<file path="src/rtl/mos6502s_pkg.sv">
// Shared definitions for the 6502 status register slice: flag bit positions,
// flag-op codes, branch-select encoding and the P packing helper.
package mos6502s_pkg;

    localparam int unsigned FLAG_C = 0;
    localparam int unsigned FLAG_Z = 1;
    localparam int unsigned FLAG_I = 2;
    localparam int unsigned FLAG_D = 3;
    localparam int unsigned FLAG_B = 4;
    localparam int unsigned FLAG_U = 5;
    localparam int unsigned FLAG_V = 6;
    localparam int unsigned FLAG_N = 7;

    localparam logic [7:0] RESET_P_DEF = 8'h34;

    typedef enum logic [2:0] {
        FOP_NONE = 3'd0,
        FOP_CLC  = 3'd1,
        FOP_SEC  = 3'd2,
        FOP_CLI  = 3'd3,
        FOP_SEI  = 3'd4,
        FOP_CLV  = 3'd5,
        FOP_CLD  = 3'd6,
        FOP_SED  = 3'd7
    } flag_op_e;

    // br_sel[2:1] picks the tested flag; br_sel[0] is the value that takes the branch
    typedef enum logic [1:0] {
        BR_N = 2'b00,
        BR_V = 2'b01,
        BR_C = 2'b10,
        BR_Z = 2'b11
    } br_flag_e;

    typedef struct packed {
        logic n;
        logic v;
        logic d;
        logic i;
        logic z;
        logic c;
    } p_flags_t;

    function automatic logic [7:0] pack_p(input p_flags_t f, input logic b);
        return {f.n, f.v, 1'b1, b, f.d, f.i, f.z, f.c};
    endfunction

endpackage

</file>
<file path="src/rtl/mos6502s_int_sync.sv">
// IRQ/NMI input synchronizers plus NMI falling-edge detector and pending latch.
module mos6502s_int_sync
    import mos6502s_pkg::*;
#(
    parameter int unsigned SYNC_STG = 2
) (
    input  logic clk,
    input  logic rst_n,
    input  logic irq_n,
    input  logic nmi_n,
    input  logic nmi_clr,
    output logic irq_act,
    output logic nmi_lat
);

    logic [SYNC_STG-1:0] irq_sync_q, irq_sync_d;
    // One stage beyond the synchronizer holds the previous synchronized NMI level
    logic [SYNC_STG:0]   nmi_sync_q, nmi_sync_d;
    logic                nmi_lat_q, nmi_lat_d;
    logic                nmi_fall;

    always_comb begin
        irq_sync_d = {irq_sync_q[SYNC_STG-2:0], irq_n};
        nmi_sync_d = {nmi_sync_q[SYNC_STG-1:0], nmi_n};
        nmi_fall   = nmi_sync_q[SYNC_STG] & ~nmi_sync_q[SYNC_STG-1];
        nmi_lat_d  = nmi_fall | (nmi_lat_q & ~nmi_clr);
    end

    always_ff @(posedge clk or negedge rst_n) begin
        if (!rst_n) begin
            irq_sync_q <= '0;
            nmi_sync_q <= '0;
            nmi_lat_q  <= 1'b0;
        end else begin
            irq_sync_q <= irq_sync_d;
            nmi_sync_q <= nmi_sync_d;
            nmi_lat_q  <= nmi_lat_d;
        end
    end

    assign irq_act = ~irq_sync_q[SYNC_STG-1];
    assign nmi_lat = nmi_lat_q;

endmodule

</file>
<file path="src/rtl/mos6502s_status_reg.sv">
// 6502 processor status register with flag ops, branch evaluation and IRQ/NMI polling.
// Define MOS6502S_DECIMAL_EN to route D to the ALU; otherwise decimal mode is forced off.
module mos6502s_status_reg
    import mos6502s_pkg::*;
#(
    parameter logic [7:0]  RESET_P  = RESET_P_DEF,
    parameter int unsigned SYNC_STG = 2
) (
    input  logic       clk,
    input  logic       rst_n,
    input  logic       alu_n,
    input  logic       alu_z,
    input  logic       alu_c,
    input  logic       alu_v,
    input  logic [3:0] upd_mask,
    input  logic [2:0] flag_op,
    input  logic       pull_en,
    input  logic [7:0] pull_data,
    input  logic       pull_rti,
    input  logic       push_b,
    output logic [7:0] push_p,
    output logic       c_to_alu,
    output logic       d_to_alu,
    input  logic [2:0] br_sel,
    output logic       br_taken,
    input  logic       inst_bound,
    input  logic       irq_n,
    input  logic       nmi_n,
    output logic       int_req,
    output logic       int_is_nmi,
    input  logic       int_ack,
    output logic [7:0] p_out
);

    p_flags_t p_q, p_d;
    logic     i_poll_q, i_poll_d;
    logic     int_req_q, int_req_d;
    logic     int_is_nmi_q, int_is_nmi_d;
    logic     irq_act, nmi_lat, nmi_clr;

    mos6502s_int_sync #(.SYNC_STG(SYNC_STG)) u_int_sync (
        .clk     (clk),
        .rst_n   (rst_n),
        .irq_n   (irq_n),
        .nmi_n   (nmi_n),
        .nmi_clr (nmi_clr),
        .irq_act (irq_act),
        .nmi_lat (nmi_lat)
    );

    assign nmi_clr = int_ack & int_is_nmi_q;

    // Lowest priority first; later assignments override earlier ones bit by bit
    always_comb begin
        p_d = p_q;
        if (upd_mask[3]) p_d.n = alu_n;
        if (upd_mask[2]) p_d.v = alu_v;
        if (upd_mask[1]) p_d.z = alu_z;
        if (upd_mask[0]) p_d.c = alu_c;
        case (flag_op_e'(flag_op))
            FOP_CLC: p_d.c = 1'b0;
            FOP_SEC: p_d.c = 1'b1;
            FOP_CLI: p_d.i = 1'b0;
            FOP_SEI: p_d.i = 1'b1;
            FOP_CLV: p_d.v = 1'b0;
            FOP_CLD: p_d.d = 1'b0;
            FOP_SED: p_d.d = 1'b1;
            default: ;
        endcase
        if (int_ack) p_d.i = 1'b1;
        if (pull_en) begin
            p_d.n = pull_data[FLAG_N];
            p_d.v = pull_data[FLAG_V];
            p_d.d = pull_data[FLAG_D];
            p_d.i = pull_data[FLAG_I];
            p_d.z = pull_data[FLAG_Z];
            p_d.c = pull_data[FLAG_C];
        end
    end

    // Polling sees I as it stood before the boundary cycle's write; RTI bypasses that delay
    always_comb begin
        i_poll_d     = i_poll_q;
        int_req_d    = int_req_q;
        int_is_nmi_d = int_is_nmi_q;
        if (inst_bound) i_poll_d = p_q.i;
        if (pull_en && pull_rti) i_poll_d = pull_data[FLAG_I];
        if (int_ack) begin
            int_req_d    = 1'b0;
            int_is_nmi_d = 1'b0;
        end else if (inst_bound) begin
            int_req_d    = nmi_lat | (irq_act & ~i_poll_q);
            int_is_nmi_d = nmi_lat;
        end
    end

    always_ff @(posedge clk or negedge rst_n) begin
        if (!rst_n) begin
            p_q.n        <= RESET_P[FLAG_N];
            p_q.v        <= RESET_P[FLAG_V];
            p_q.d        <= RESET_P[FLAG_D];
            p_q.i        <= RESET_P[FLAG_I];
            p_q.z        <= RESET_P[FLAG_Z];
            p_q.c        <= RESET_P[FLAG_C];
            i_poll_q     <= 1'b1;
            int_req_q    <= 1'b0;
            int_is_nmi_q <= 1'b0;
        end else begin
            p_q          <= p_d;
            i_poll_q     <= i_poll_d;
            int_req_q    <= int_req_d;
            int_is_nmi_q <= int_is_nmi_d;
        end
    end

    always_comb begin
        br_taken = 1'b0;
        case (br_flag_e'(br_sel[2:1]))
            BR_N: br_taken = (p_q.n == br_sel[0]);
            BR_V: br_taken = (p_q.v == br_sel[0]);
            BR_C: br_taken = (p_q.c == br_sel[0]);
            BR_Z: br_taken = (p_q.z == br_sel[0]);
            default: br_taken = 1'b0;
        endcase
    end

    assign p_out      = pack_p(p_q, 1'b1);
    assign push_p     = pack_p(p_q, push_b);
    assign c_to_alu   = p_q.c;
    assign int_req    = int_req_q;
    assign int_is_nmi = int_is_nmi_q;

`ifdef MOS6502S_DECIMAL_EN
    assign d_to_alu = p_q.d;
`else
    assign d_to_alu = 1'b0;
`endif

endmodule

</file>
<file path="config.mk">
export PLATFORM = sky130hd
export DESIGN_NAME = mos6502s_status_reg
export DESIGN_NICKNAME = d
export VERILOG_FILES = /design/src/rtl/mos6502s_pkg.sv /design/src/rtl/mos6502s_int_sync.sv /design/src/rtl/mos6502s_status_reg.sv
export SDC_FILE = /design/constraint.sdc
export NUM_CORES = 1
export LEC_CHECK = 0
export ABC_AREA = 1
export CORE_ASPECT_RATIO = 0.7
export CORE_MARGIN = 2
export CORE_UTILIZATION = 30
export DETAILED_ROUTE_END_ITERATION = 10
export PLACE_DENSITY = 0.78
export SETUP_SLACK_MARGIN = 0.02
export SLEW_MARGIN = 10
export SYNTH_ARGS = -nofsm -noshare
export SYNTH_HDL_FRONTEND = slang
export SYNTH_SLANG_ARGS = --single-unit
export TNS_END_PERCENT = 1
</file>
<file path="constraint.sdc">
create_clock -name clk -period 0.9 [get_ports clk]
set_input_delay 0.09 -clock clk [delete_from_list [all_inputs] [get_ports clk]]
set_output_delay 0.09 -clock clk [all_outputs]
set_load 0.005 [all_outputs]
</file>
==> impl_metrics.csv <==
group,metric,value,unit
run_status,status,"finished, violations left",
run_status,violations,"negative setup slack",
critical_path,reg2reg_from,"p_out[2]$_DFFE_PN1P_",
clocking,path_clk_slew,0.06,ns
pwr,p_sw,0.462,mW
placement,port_buffers,43,
clocking,cts_buffers,3,
critical_path,worst_setup_path_start_kind,"flip-flop",
critical_path,cpMaxStageDelayCell,"dfrtp_1",
pwr,p_int,1.32,mW
global_routing,grt_util_met2,0.255,
final_layout,finish.net_count,185,
sta,rsz0062_at_grt,"true",
final_layout,fin_util,0.512,
clocking,clk_path_buf_depth,2,
routing,drt_first_iter_violations,31,
sta,hold_violations,0,
synth,syn_inst,105,
worst_hold_path,min_path_type,"input port to primary output",
final_layout,area_growth,59.7,%
critical_path,critPathKind,"flip-flop to primary output",
sta,setup_viol,15,
final_layout,final_area,1290,um2
routing,drt-vias-per-instance,4.25,
sta,fin_skew,0.00702,ns
critical_path,regToRegSetupSlack,-0.05,ns
critical_path,reg2reg_to,"p_out[2]$_DFFE_PN1P_",
sta,finalCritPeriodShare,1.31,
global_routing,grt_use_total,0.134,
synth,synth_top_area_share,0.403,
global_routing,grt_overflow_total,0,
pwr,p_leak,0.667,nW
pwr,p_per_area,1380,nW/um2
routing,wl_per_cell,10.4,um
sta,min_period,1.18,ns
pwr,swShare,0.260,
pwr,pwr-share-comb,0.258,
critical_path,endpoint_kind,"primary output",
placement,placed_cell_area,1250,um2
clocking,cts_tree,"yes",
sta,fmax,851,MHz
global_routing,grt_pass1_vias,723,
routing,drcViolationCount,0,
floorplanning,die_h,47.4,um
global_routing,grt_max_degree,16,
sta,postLayoutSetupSlackWorst,-0.275,ns
placement,place_hpwl,1620,um
routing,totalWireLength,1950,um
job,max_cap_viol_count,0,
global_routing,antenna_found_initial,0,
synth,avgSynthCellArea,7.69,um2
critical_path,slowest_delay,0.39,ns
floorplanning,row_count,15,
final_layout,seq_area,378,um2
routing,dr.pass1.iters,4,
pwr,pwr-share-clk,0.309,
pwr,seq_power_share,0.433,
critical_path,critPathRequiredTime,0.81,ns
floorplanning,initial_core_util,0.321,
final_layout,drive_gt1_frac,0.235,
clocking,htree_levels,1,
global_routing,use_met3,0.0624,
floorplanning,die_x,66.0,um
global_routing,grt_pass1_wl,2930,um
critical_path,cp_max_fo,2,
routing,ant_nets,0,
critical_path,path_cells,"nand2_1 -> nand3_2 -> nand2_1 -> nand2_1 -> nand2_1 -> buf_2",
synth,yosysSeqAreaShare,0.468,
synth,syn_area,807,um2
floorplanning,io_pins,52,
clocking,clkSinkCount,15,
synth,yosys_warnings,0,
synth,synth-seq-cells,15,
worst_hold_path,hold_start,"push_b",
sta,slew_violations,0,
synth,synth_area_leaders,"dfrtp_1 40%, buf_4 11%, nand2_1 9.8%, inv_1 7.0%, dfstp_2 6.5%",
final_layout,n_antenna_cell,0,
synth,yosysUniqueCellTypes,15,
final_layout,multiInputGateArea,282,um2
floorplanning,coreArea,2510,um2
clocking,clkLatencyLatePin,0.25,ns
final_layout,final_cell_mix,"26 x clkdlybuf4s50_1, 21 x nand2_1, 15 x inv_1",
routing,dr_total_vias,794,
synth,synth-edff-count,0,
global_routing,grt_most_used_layer,"met2",
critical_path,crit_arrival,1.09,ns
worst_hold_path,hold_depth,0,
final_layout,final_common_cell,"clkdlybuf4s50_1",
placement,gp_congestion,0.626,
critical_path,crit_path_frequent_cell,"nand2_1",
pwr,ir_drop,934,uV
clocking,clock-root-buffer,"clkbuf_8",
final_layout,n_fill_cell,253,
synth,async_flop_share,1.00,
pwr,totalPowerFinal,1.78,mW
floorplanning,die_area,3130,um2
global_routing,grt_util_met1,0.130,
critical_path,r2r_cells,5,
worst_hold_path,whs_endpoint,"push_p[4]",
synth,yosysTopAreaCell,"dfrtp_1",
placement,place_ws,-0.652,ns
synth,synth_ff_type,"dfrtp_1",
==> logic make-up after synthesis <==
kind of cell,count (synthesis),synth area share
AND/OR/NAND/NOR,42,0.209
other,2,0.00931
flip-flops,15,0.468
buffers and inverters,30,0.205
AO/OA/AOI/OAI,16,0.109
==> metrics by stage <==
stage / setup TNS (ns) / cells / hold slack, ns
after CTS: -2.55 / 187 / 0.180
final: -1.59 / 187 / 0.180
after floorplan: 0 / 107 / -0.206
after global routing: -2.35 / 187 / 0.180
after global placement: -3.25 / 178 / 0.180
after detailed placement: -3.77 / 178 / 0.180
==> per-layer routing <==
layer | up-vias | wire [um]
met5 | - | 0
met1 | 360 | 737
met2 | 23 | 1050
met4 | 0 | 23
met3 | 3 | 137
li1 | 408 | -
==> cells in the mapped netlist (2+ instances only) <==
| library cell | n |
|---|---|
| inv_1 | 15 |
| dfrtp_1 | 13 |
| nand3_1 | 9 |
| a21oi_1 | 4 |
| o21ai_1 | 3 |
| buf_4 | 12 |
| inv_2 | 2 |
| nand2_1 | 21 |
| conb_1 | 2 |
| o211ai_1 | 2 |
| dfstp_2 | 2 |
| nor2_1 | 12 |
| o21ai_0 | 6 |
==> power by group through the flow <==
stage                     Combinational [mW]  Sequential (mW)  Clock (mW)
after floorplan                        0.184            0.786           0
after global placement                 0.459            0.784           0
after detailed placement               0.473            0.789           0
after CTS                              0.478            0.771       0.565
after global routing                   0.508            0.778       0.607
final                                  0.460            0.770       0.549
==> layout make-up <==
cell class              instances  share of cell area
clock inverters                 1             0.00388
inverters                      17              0.0495
multi-input cells              62               0.218
repair buffers                 55               0.370
clock buffers                   3              0.0320
well taps                      34              0.0330
flip-flops and latches         15               0.293
==> sequential cells by signal, summed over array words and instances, names as in the netlist <==
| name | flops |
|---|---|
| u_int_sync.nmi_sync_q | 3 |
| p_out | 5 |
| u_int_sync.irq_sync_q | 2 |
| i_poll_q | 1 |
| int_req | 1 |
| c_to_alu | 1 |
| u_int_sync.nmi_lat | 1 |
| int_is_nmi | 1 |
==> worst max-delay path: cells and delay by family (launching register included) <==
family	cells	cell delay, ns
simple gates	5	0.35
buf+inv	1	0.10
flops	1	0.39
==> worst max path at each step <==
stage | startpoint | endpoint | slack, ns
2_1_floorplan | p_out[2]$_DFFE_PN1P_ | p_out[2]$_DFFE_PN1P_ | 0.07
3_3_place_gp | br_sel[1] | br_taken | -0.59
3_5_place_dp | br_sel[1] | br_taken | -0.65
4_1_cts | c_to_alu$_DFFE_PN0P_ | br_taken | -0.28
5_1_grt | p_out[1]$_DFFE_PN0P_ | br_taken | -0.33
6_report | p_out[6]$_DFFE_PN0P_ | br_taken | -0.28
==> what timing repair did <==
action                     4_1_cts  5_1_grt
hold buffers                     0        0
setup endpoints to repair       19       23
resized for setup               41       16
buffers inserted                 5        0
pin swaps                        6        5
(Power assumes the default switching activity.)
